===== config.mk =====
export PLATFORM = sky130hd
export DESIGN_NAME = valve_zone_sequencer
export DESIGN_NICKNAME = d
export VERILOG_FILES = /design/src/rtl/valve_seq_pkg.sv /design/src/rtl/valve_prio_enc.sv /design/src/rtl/valve_zone_sequencer.sv
export SDC_FILE = /design/constraint.sdc
export NUM_CORES = 1
export LEC_CHECK = 0
export ABC_CLOCK_PERIOD_IN_PS = 4000
export CAP_MARGIN = 0
export CORE_UTILIZATION = 35
export CTS_CLUSTER_DIAMETER = 100
export CTS_CLUSTER_SIZE = 12
export DETAILED_ROUTE_END_ITERATION = 10
export GPL_TIMING_DRIVEN = 0
export SYNTH_ARGS = -nofsm -noshare
export SYNTH_HDL_FRONTEND = slang
export SYNTH_SLANG_ARGS = --single-unit

===== constraint.sdc =====
create_clock -name clk_i -period 4 [get_ports clk_i]
set_input_delay 0.8 -clock clk_i [delete_from_list [all_inputs] [get_ports clk_i]]
set_output_delay 0.8 -clock clk_i [all_outputs]
set_load 0.005 [all_outputs]

===== src/rtl/valve_seq_pkg.sv =====
// Shared types and defaults for the valve zone sequencer.
package valve_seq_pkg;

  localparam int unsigned NumZonesDefault = 8;

  typedef enum logic [2:0] {
    StIdle,
    StScan,
    StOpen,
    StDead,
    StDone
  } state_e;

endpackage


===== src/rtl/valve_prio_enc.sv =====
// Lowest-set-bit priority encoder: returns the index of the lowest request bit plus a valid flag.
module valve_prio_enc
  import valve_seq_pkg::*;
#(
  parameter int unsigned NUM_ZONES = NumZonesDefault,
  localparam int unsigned ZONE_W = $clog2(NUM_ZONES)
) (
  input  logic [NUM_ZONES-1:0] req_i,
  output logic [ZONE_W-1:0]    idx_o,
  output logic                 valid_o
);

  always_comb begin
    idx_o   = '0;
    valid_o = |req_i;
    // Walk from the top down so the lowest set bit is the last one written.
    for (int i = int'(NUM_ZONES) - 1; i >= 0; i--) begin
      if (req_i[i]) begin
        idx_o = ZONE_W'(i);
      end
    end
  end

endmodule


===== src/rtl/valve_zone_sequencer.sv =====
// Watering-cycle sequencer: opens captured zones one at a time with break-before-make dead time.
// Optional manual valve override in IDLE when VALVE_SEQ_MANUAL_EN is defined.
module valve_zone_sequencer
  import valve_seq_pkg::*;
#(
  parameter int unsigned NUM_ZONES   = NumZonesDefault,
  parameter int unsigned TIME_W      = 16,
  parameter int unsigned DEAD_CYCLES = 4,
  localparam int unsigned ZONE_W = $clog2(NUM_ZONES)
) (
  input  logic                 clk_i,
  input  logic                 rst_ni,
  input  logic                 en_i,
  input  logic                 start_i,
  input  logic [NUM_ZONES-1:0] zone_mask_i,
  input  logic [TIME_W-1:0]    duration_i,
  input  logic                 abort_i,
  output logic [NUM_ZONES-1:0] valve_o,
  output logic [ZONE_W-1:0]    cur_zone_o,
  output logic                 busy_o,
  output logic                 done_o,
  output logic                 aborted_o
`ifdef VALVE_SEQ_MANUAL_EN
  ,
  input  logic                 manual_req_i,
  input  logic [ZONE_W-1:0]    manual_zone_i
`endif
);

  state_e               state_q, state_d;
  logic [NUM_ZONES-1:0] pending_q, pending_d;
  logic [TIME_W-1:0]    dur_q, dur_d;
  logic [TIME_W-1:0]    cnt_q, cnt_d;
  logic [ZONE_W-1:0]    cur_zone_q, cur_zone_d;
  logic [NUM_ZONES-1:0] valve_q, valve_d;
  logic                 busy_q, busy_d;
  logic                 done_q, done_d;
  logic                 aborted_q, aborted_d;

  logic [ZONE_W-1:0]    scan_idx;
  logic                 scan_valid;

  valve_prio_enc #(
    .NUM_ZONES(NUM_ZONES)
  ) u_prio_enc (
    .req_i  (pending_q),
    .idx_o  (scan_idx),
    .valid_o(scan_valid)
  );

  always_ff @(posedge clk_i or negedge rst_ni) begin
    if (!rst_ni) begin
      state_q    <= StIdle;
      pending_q  <= '0;
      dur_q      <= '0;
      cnt_q      <= '0;
      cur_zone_q <= '0;
      valve_q    <= '0;
      busy_q     <= 1'b0;
      done_q     <= 1'b0;
      aborted_q  <= 1'b0;
    end else begin
      state_q    <= state_d;
      pending_q  <= pending_d;
      dur_q      <= dur_d;
      cnt_q      <= cnt_d;
      cur_zone_q <= cur_zone_d;
      valve_q    <= valve_d;
      busy_q     <= busy_d;
      done_q     <= done_d;
      aborted_q  <= aborted_d;
    end
  end

  always_comb begin
    state_d    = state_q;
    pending_d  = pending_q;
    dur_d      = dur_q;
    cnt_d      = cnt_q;
    cur_zone_d = cur_zone_q;
    if (abort_i) begin
      state_d   = StIdle;
      pending_d = '0;
      cnt_d     = '0;
    end else begin
      unique case (state_q)
        StIdle: begin
          if (start_i && en_i && (zone_mask_i != '0)) begin
            pending_d = zone_mask_i;
            dur_d     = (duration_i == '0) ? TIME_W'(1) : duration_i;
            state_d   = StScan;
          end
        end
        StScan: begin
          if (en_i) begin
            if (scan_valid) begin
              cur_zone_d = scan_idx;
              pending_d  = pending_q & ~(NUM_ZONES'(1) << scan_idx);
              cnt_d      = dur_q;
              state_d    = StOpen;
            end else begin
              state_d = StDone;
            end
          end
        end
        StOpen: begin
          if (en_i) begin
            if (cnt_q <= TIME_W'(1)) begin
              if ((pending_q != '0) && (DEAD_CYCLES > 0)) begin
                state_d = StDead;
                cnt_d   = TIME_W'(DEAD_CYCLES);
              end else begin
                state_d = (pending_q != '0) ? StScan : StDone;
                cnt_d   = '0;
              end
            end else begin
              cnt_d = cnt_q - TIME_W'(1);
            end
          end
        end
        StDead: begin
          if (en_i) begin
            if (cnt_q <= TIME_W'(1)) begin
              state_d = StScan;
              cnt_d   = '0;
            end else begin
              cnt_d = cnt_q - TIME_W'(1);
            end
          end
        end
        StDone:  state_d = StIdle;
        default: state_d = StIdle;
      endcase
    end
  end

  // Valve and busy lag the state by one edge, so busy also covers the final open cycle.
  always_comb begin
    valve_d   = '0;
    done_d    = 1'b0;
    aborted_d = abort_i;
    busy_d    = (state_d inside {StScan, StOpen, StDead}) ||
                ((state_q == StOpen) && en_i && !abort_i);
    if (!abort_i) begin
      if ((state_q == StOpen) && en_i) begin
        valve_d = NUM_ZONES'(1) << cur_zone_q;
      end
      done_d = (state_q == StDone) ||
               ((state_q == StIdle) && start_i && en_i && (zone_mask_i == '0));
`ifdef VALVE_SEQ_MANUAL_EN
      if ((state_q == StIdle) && !start_i && manual_req_i &&
          (32'(manual_zone_i) < NUM_ZONES)) begin
        valve_d = NUM_ZONES'(1) << manual_zone_i;
      end
`endif
    end
  end

  assign valve_o    = valve_q;
  assign cur_zone_o = cur_zone_q;
  assign busy_o     = busy_q;
  assign done_o     = done_q;
  assign aborted_o  = aborted_q;

endmodule


## After elaboration in Yosys (flattened, before gate mapping)

Cells that the tools add are included.
Widths: inputs -> output; s select.

| storage, ports and cells | value |
|---|---|
| register bits | 57 |
| output and inout port bits | 14 |
| input port bits | 29 |
| logic and storage cells | 87 |

| operators by class | value |
|---|---|
| bitwise gates (word level) | 3 |
| add/sub/neg operators | 1 |
| reduce and logical (&&, ||, !) cells | 23 |
| shifts and indexed selects | 2 |
| muxes and demuxes | 36 |
| $lt $le $gt $ge | 1 |
| eq/ne operators | 12 |

Operator list:

| kind | count |
|---|---|
| $mux 16 | 8 |
| $mux 3 | 18 |
| $mux 8 | 6 |
| $pmux 16 s3 | 1 |
| $le 16x1->1 const B | 1 |
| $logic_not 16->1 | 1 |
| $pmux 8 s2 | 1 |
| $reduce_bool 8->1 | 2 |
| $shl 1x3->8 const A | 2 |
| $sub 16x1->16 const B | 1 |
| $ne 3x3->1 const B | 5 |
| $eq 3x2->1 const B | 4 |
| $pmux 3 s4 | 1 |
| $and 8x8->8 | 1 |
| $logic_not 8->1 | 1 |
| $not 8->8 | 1 |
| $reduce_and 4->1 | 2 |
| $reduce_or 8->1 | 1 |
| $logic_and 1x1->1 | 7 |
| $eq 3x1->1 const B | 2 |
| $reduce_bool 3->1 | 2 |
| $reduce_and 5->1 | 1 |
| $reduce_bool 4->1 | 1 |
| $eq 3x3->1 const B | 1 |
| 6 further kinds | 7 |

## Depth between registers and ports, before layout

Gate-level depths: netlist of run 1.

| depth | value |
|---|---|
| depth after elaboration | 15 |
| depth in mapped cells | 8 |
| depth with buffers taken out | 7 |

## Hierarchy

Synthesis of run 1 repeated with hierarchy kept, for this count alone.

| second synthesis, totals | value |
|---|---|
| cells, all modules | 285 |
| area total of the unflattened synthesis | 2,941.6 um2 |

Modules (own cells, without submodules):

| module | cells each | sequential area each (um2) | area each (um2) | times used |
|---|---|---|---|---|
| valve_zone_sequencer | 272 | 1,426.4 | 2,860.2 | 1 |
| valve_prio_enc | 13 | 0.0 | 81.3 | 1 |

## Least setup slack after synthesis of run 1

No wires, ideal clock.

| timing path | value |
|---|---|
| path kind | input -> register |
| start | in zone_mask_i[4] |
| end | reg dur_q[10] |
| setup time | 125 ps |
| buffers on the path | 2 |
| slack | 1,539 ps |
| required time | 3,875 ps |
| arrival time | 2,336 ps |
| cell stages on the path | 6 |
| path through | or4_1 > o2111a_1 > and2_4 > buf_6 > buf_6 > mux2_4 |

| between the ends | value |
|---|---|
| word-level cells in the longest chain between the ends | 3 |

Ends and longest elaborated chain:

| what | RTL line | RTL |
|---|---|---|
| start: declaration | valve_zone_sequencer.sv:15 | `input logic [NUM_ZONES-1:0] zone_mask_i,` |
| $reduce_bool 8->1 | valve_zone_sequencer.sv:88 | `if (start_i && en_i && (zone_mask_i != '0)) begin` |
| $logic_and 1x1->1 | valve_zone_sequencer.sv:88 |  |
| $reduce_and 3->1 (no source line) | n/a |  |
| end signal: assignment | valve_zone_sequencer.sv:65 | `dur_q <= dur_d;` |
| end: declaration | valve_zone_sequencer.sv:32 | `logic [TIME_W-1:0] dur_q, dur_d;` |

Every way passes these cells.
A chain may end at the register's enable or synchronous reset.

## Worst setup path in the final report of run 1

| timing path | value |
|---|---|
| start | in zone_mask_i[1] |
| end | reg dur_q[12] |

Same word-level chain as after synthesis.

==> results of run 1 <==
## cell families after synthesis
logic type | Yosys count
XOR/XNOR | 9
AO/OA/AOI/OAI | 81
multiplexers | 15
buffers and inverters | 23
adder cells (fa/ha/maj) | 2
flip-flops | 57
AND/OR/NAND/NOR | 111
## final timing paths
kind                                end            from  slack (ns)
hold reg to reg               cnt_q[14]       cnt_q[14]        0.52
max in group asynchronous      cnt_q[8]          rst_ni        2.94
setup reg to reg               cnt_q[3]       cnt_q[13]        1.51
min in group clk_i            cnt_q[14]       cnt_q[14]        0.52
hold / removal             pending_q[7]          rst_ni        0.48
setup / recovery              dur_q[12]  zone_mask_i[1]        1.34
## power breakdown
group | switching (W) | internal (W) | total [W] | leakage (nW)
logic | 0.000237 | 0.000249 | 0.000486 | 0.750
clock network | 0.000229 | 0.000256 | 0.000485 | 0.0932
registers | 0.0000822 | 0.000660 | 0.000743 | 0.743
## synthesized netlist by cell type, types with 6 or more instances
cell type	count	share of area, %
clkbuf_1	8	0.99
a2bb2oi_1	8	2.3
nor3_1	11	1.8
mux2_4	10	5.0
a22o_1	12	3.5
o21ai_0	18	3.0
o31ai_1	6	1.5
nor2_1	30	3.7
nor2b_1	6	1.2
buf_2	6	0.99
nor4_1	7	1.4
nand2_1	23	2.9
a21oi_1	8	1.3
dfrtp_1	57	47
inv_1	7	0.87
## metal layers
metal  global-route usage, %  routed length [um]
met2                   25.84                3290
met4                   8.965                 201
met5                       0                   0
met3                   3.140                 238
met1                   25.98                3600
## final cells by class
class | instances | area (um^2) | share of cell area [%]
well taps | 105 | 131.4 | 3.492
inverters | 7 | 26.28 | 0.6984
clock buffers | 13 | 158.9 | 4.223
flip-flops and latches | 57 | 1426 | 37.91
multi-input cells | 218 | 1486 | 39.51
plain buffers | 16 | 82.58 | 2.195
repair buffers | 43 | 435.4 | 11.57
clock inverters | 3 | 15.01 | 0.3991
## worst reg2reg max path, stage by stage (launching register included)
cell and delay (ns):
dfrtp_1 0.43, nor4_1 0.57, o2111ai_1 0.32, o21ai_1 0.42
buf_2 0.31, o21ai_0 0.13, a22o_1 0.20
## per-stage QoR
stage          utilization (%)  hold WS, ns  setup slack [ns]
6_report                 45.33       0.4824             1.338
5_1_grt                  45.33       0.5332             1.080
4_1_cts                  45.33       0.4984             1.342
3_5_place_dp             43.24       0.4928            0.9729
3_3_place_gp             43.06       0.4960            0.2883
2_1_floorplan                -       0.4662             1.539
## registers in the layout, summed over array words and instances (netlist names)
| register | flops |
|---|---|
| pending_q | 8 |
| cur_zone_o | 3 |
| done_o | 1 |
| cnt_q | 16 |
| aborted_o | 1 |
| valve_o | 8 |
| dur_q | 16 |
| busy_o | 1 |
| state_q | 3 |
==> reports/metrics.csv, run 1 <==
metric,value,unit
outcome,"complete, no violations",
Finished Layout Cells,462,
Least-Margin Pin Slew,0.8458,ns
Fin Setup TNS,0,ns
Clock Sinks,57,
Critical Path RT,4.23,ns
Core Box Area,0.008299,mm^2
cells on worst reg2reg path,6,
number of synthesized flops with an enable pin,0,
crit share post-route,66.55,%
Simple-Gate Fraction of Synth Area,19.30,%
"critical path, cell by cell","clkdlybuf4s50_1, or4_1, o2111a_1, and2_4, buf_6, buf_6, mux2_4",
sequential element share of the synthesized area,47.20,%
Synthesized Nets,329,
initial DRC count,148,
Slew headroom,43.49,%
HPWL after DPL,5.454,mm
fin crit period,2.662,ns
YS warnings,0,
mapped cell area,0.003022,mm^2
type of the most critical hold path,primary input to async pin,
CP max-delay cell,or4_1,
vias in the first global route,2405,
xor-xnor portion of the synthesized cell area,2.609,%
layout cells sized above 1,13.45,%
Cells after Synth,298,
total power,0.001713,W
die area,0.009009,mm^2
CP startpoint kind,primary input,
port bufs,42,
RSZ-0062 raised after global routing,no,
final setup vio count,0,
initial core utilization,36.41,%
Yosys cell types,52,
Buf/Inv on CP,3,
main combinational cell family by area after synthesis,compound AO/OA/AOI/OAI gates,
Final Max Tran Viols,0,
antenna-violating nets left,0,
final wirelength,7.332,mm
CTS buffer count,9,
largest net degree at the start of global routing,31,
CTS H-tree depth,3,
mux contribution to synthesized area,6.832,%
Max Cap Viol,0,
Fillers,793,
WP depth,7,
routability congestion estimate,0.8391,
# DRC,0,
"Hold Violations, Final",0,
first-pass GRT wire length,12.30,mm
post-route cell area,0.003762,mm^2
"most common cell after layout, fill and taps aside",dfrtp_1,
PwrDens,455.4,mW/mm^2
clock-pin slew on the worst setup and hold paths,0.07,ns
"most used cell, CP",buf_6,
critical path endpoint category,flip-flop,
top_reg_cell synth,dfrtp_1,
worst path arrival time,2.89,ns
ANT cells,0,
max incr delay on CP,0.57,ns
Post-Syn Area per Cell,10.14,um^2
CTS tree,built,
Max Clk Rate,0.3757,GHz
CP Class,primary input to flip-flop,
initial antenna violation count,0,
total track usage,18.05,%
maximum fanout along the worst path,10,
Post-CTS Setup Bufs,0,
root buf cell,clkbuf_8,
hold_buf cts,0,
IO Count,43,
P_leak,1.586,nW
CTS-repair resized insts,0,
Final Skew,0.01146,ns
"commonest non-fill, non-tap cells in the layout","dfrtp_1, clkdlybuf4s50_1, nor2_1",
FP Rows,33,
Seq cells post-synth,57,
"Async S/R FF share, synth",100.0,%
dpl cell area,0.003588,mm^2
clk buf depth,2,
crit-path leading delay family,simple AND/OR/NAND/NOR gates,
compound-gate portion of the synthesized area,19.63,%
Post-Synth Adder-Cell Area,0.8282,%
total iterations of the first detailed-routing run,4,
worst skew pair latency,0.34,ns
area grow syn2layout,24.51,%
via/cell ratio,5.398,
"Remaining Overflow, GRT",0,
VDD IR max,156.3,uV
Die X,94.92,um
Die Y,94.92,um
net count reported at finish,383,
via count,2494,
WL per Instance,15.87,um
Inst Count DP,446,
No activity file was read; power rests on OpenSTA's default activity.
==> run 2, diff against run 1 <==
--- a/config.mk
+++ b/config.mk
@@ -5,7 +5,7 @@
 export SDC_FILE = /design/constraint.sdc
 export NUM_CORES = 1
 export LEC_CHECK = 0
-export ABC_CLOCK_PERIOD_IN_PS = 4000
+export ABC_CLOCK_PERIOD_IN_PS = 2700
 export CAP_MARGIN = 0
 export CORE_UTILIZATION = 35
 export CTS_CLUSTER_DIAMETER = 100
==> constraint.sdc (replaced) <==
create_clock -name clk_i -period 2.7 [get_ports clk_i]
set_input_delay 0.54 -clock clk_i [delete_from_list [all_inputs] [get_ports clk_i]]
set_output_delay 0.54 -clock clk_i [all_outputs]
set_load 0.005 [all_outputs]
==> results of run 2 <==
The final DEF is identical to that of run 1. Status: complete, no violations.
Main changes from that run: setup slack after placement 0.9729 ns -> -0.06711 ns; setup slack after layout 1.338 ns -> 0.2078 ns; hold slack 0.4824 ns -> 0.2224 ns; start point of the critical path zone_mask_i[1] -> cnt_q[13]; end point of the critical path dur_q[12] -> cnt_q[3]; register-to-register setup slack 1.51 ns -> 0.21 ns; total power 0.001713 W -> 0.002538 W; worst IR drop on VDD 156.3 uV -> 231.6 uV
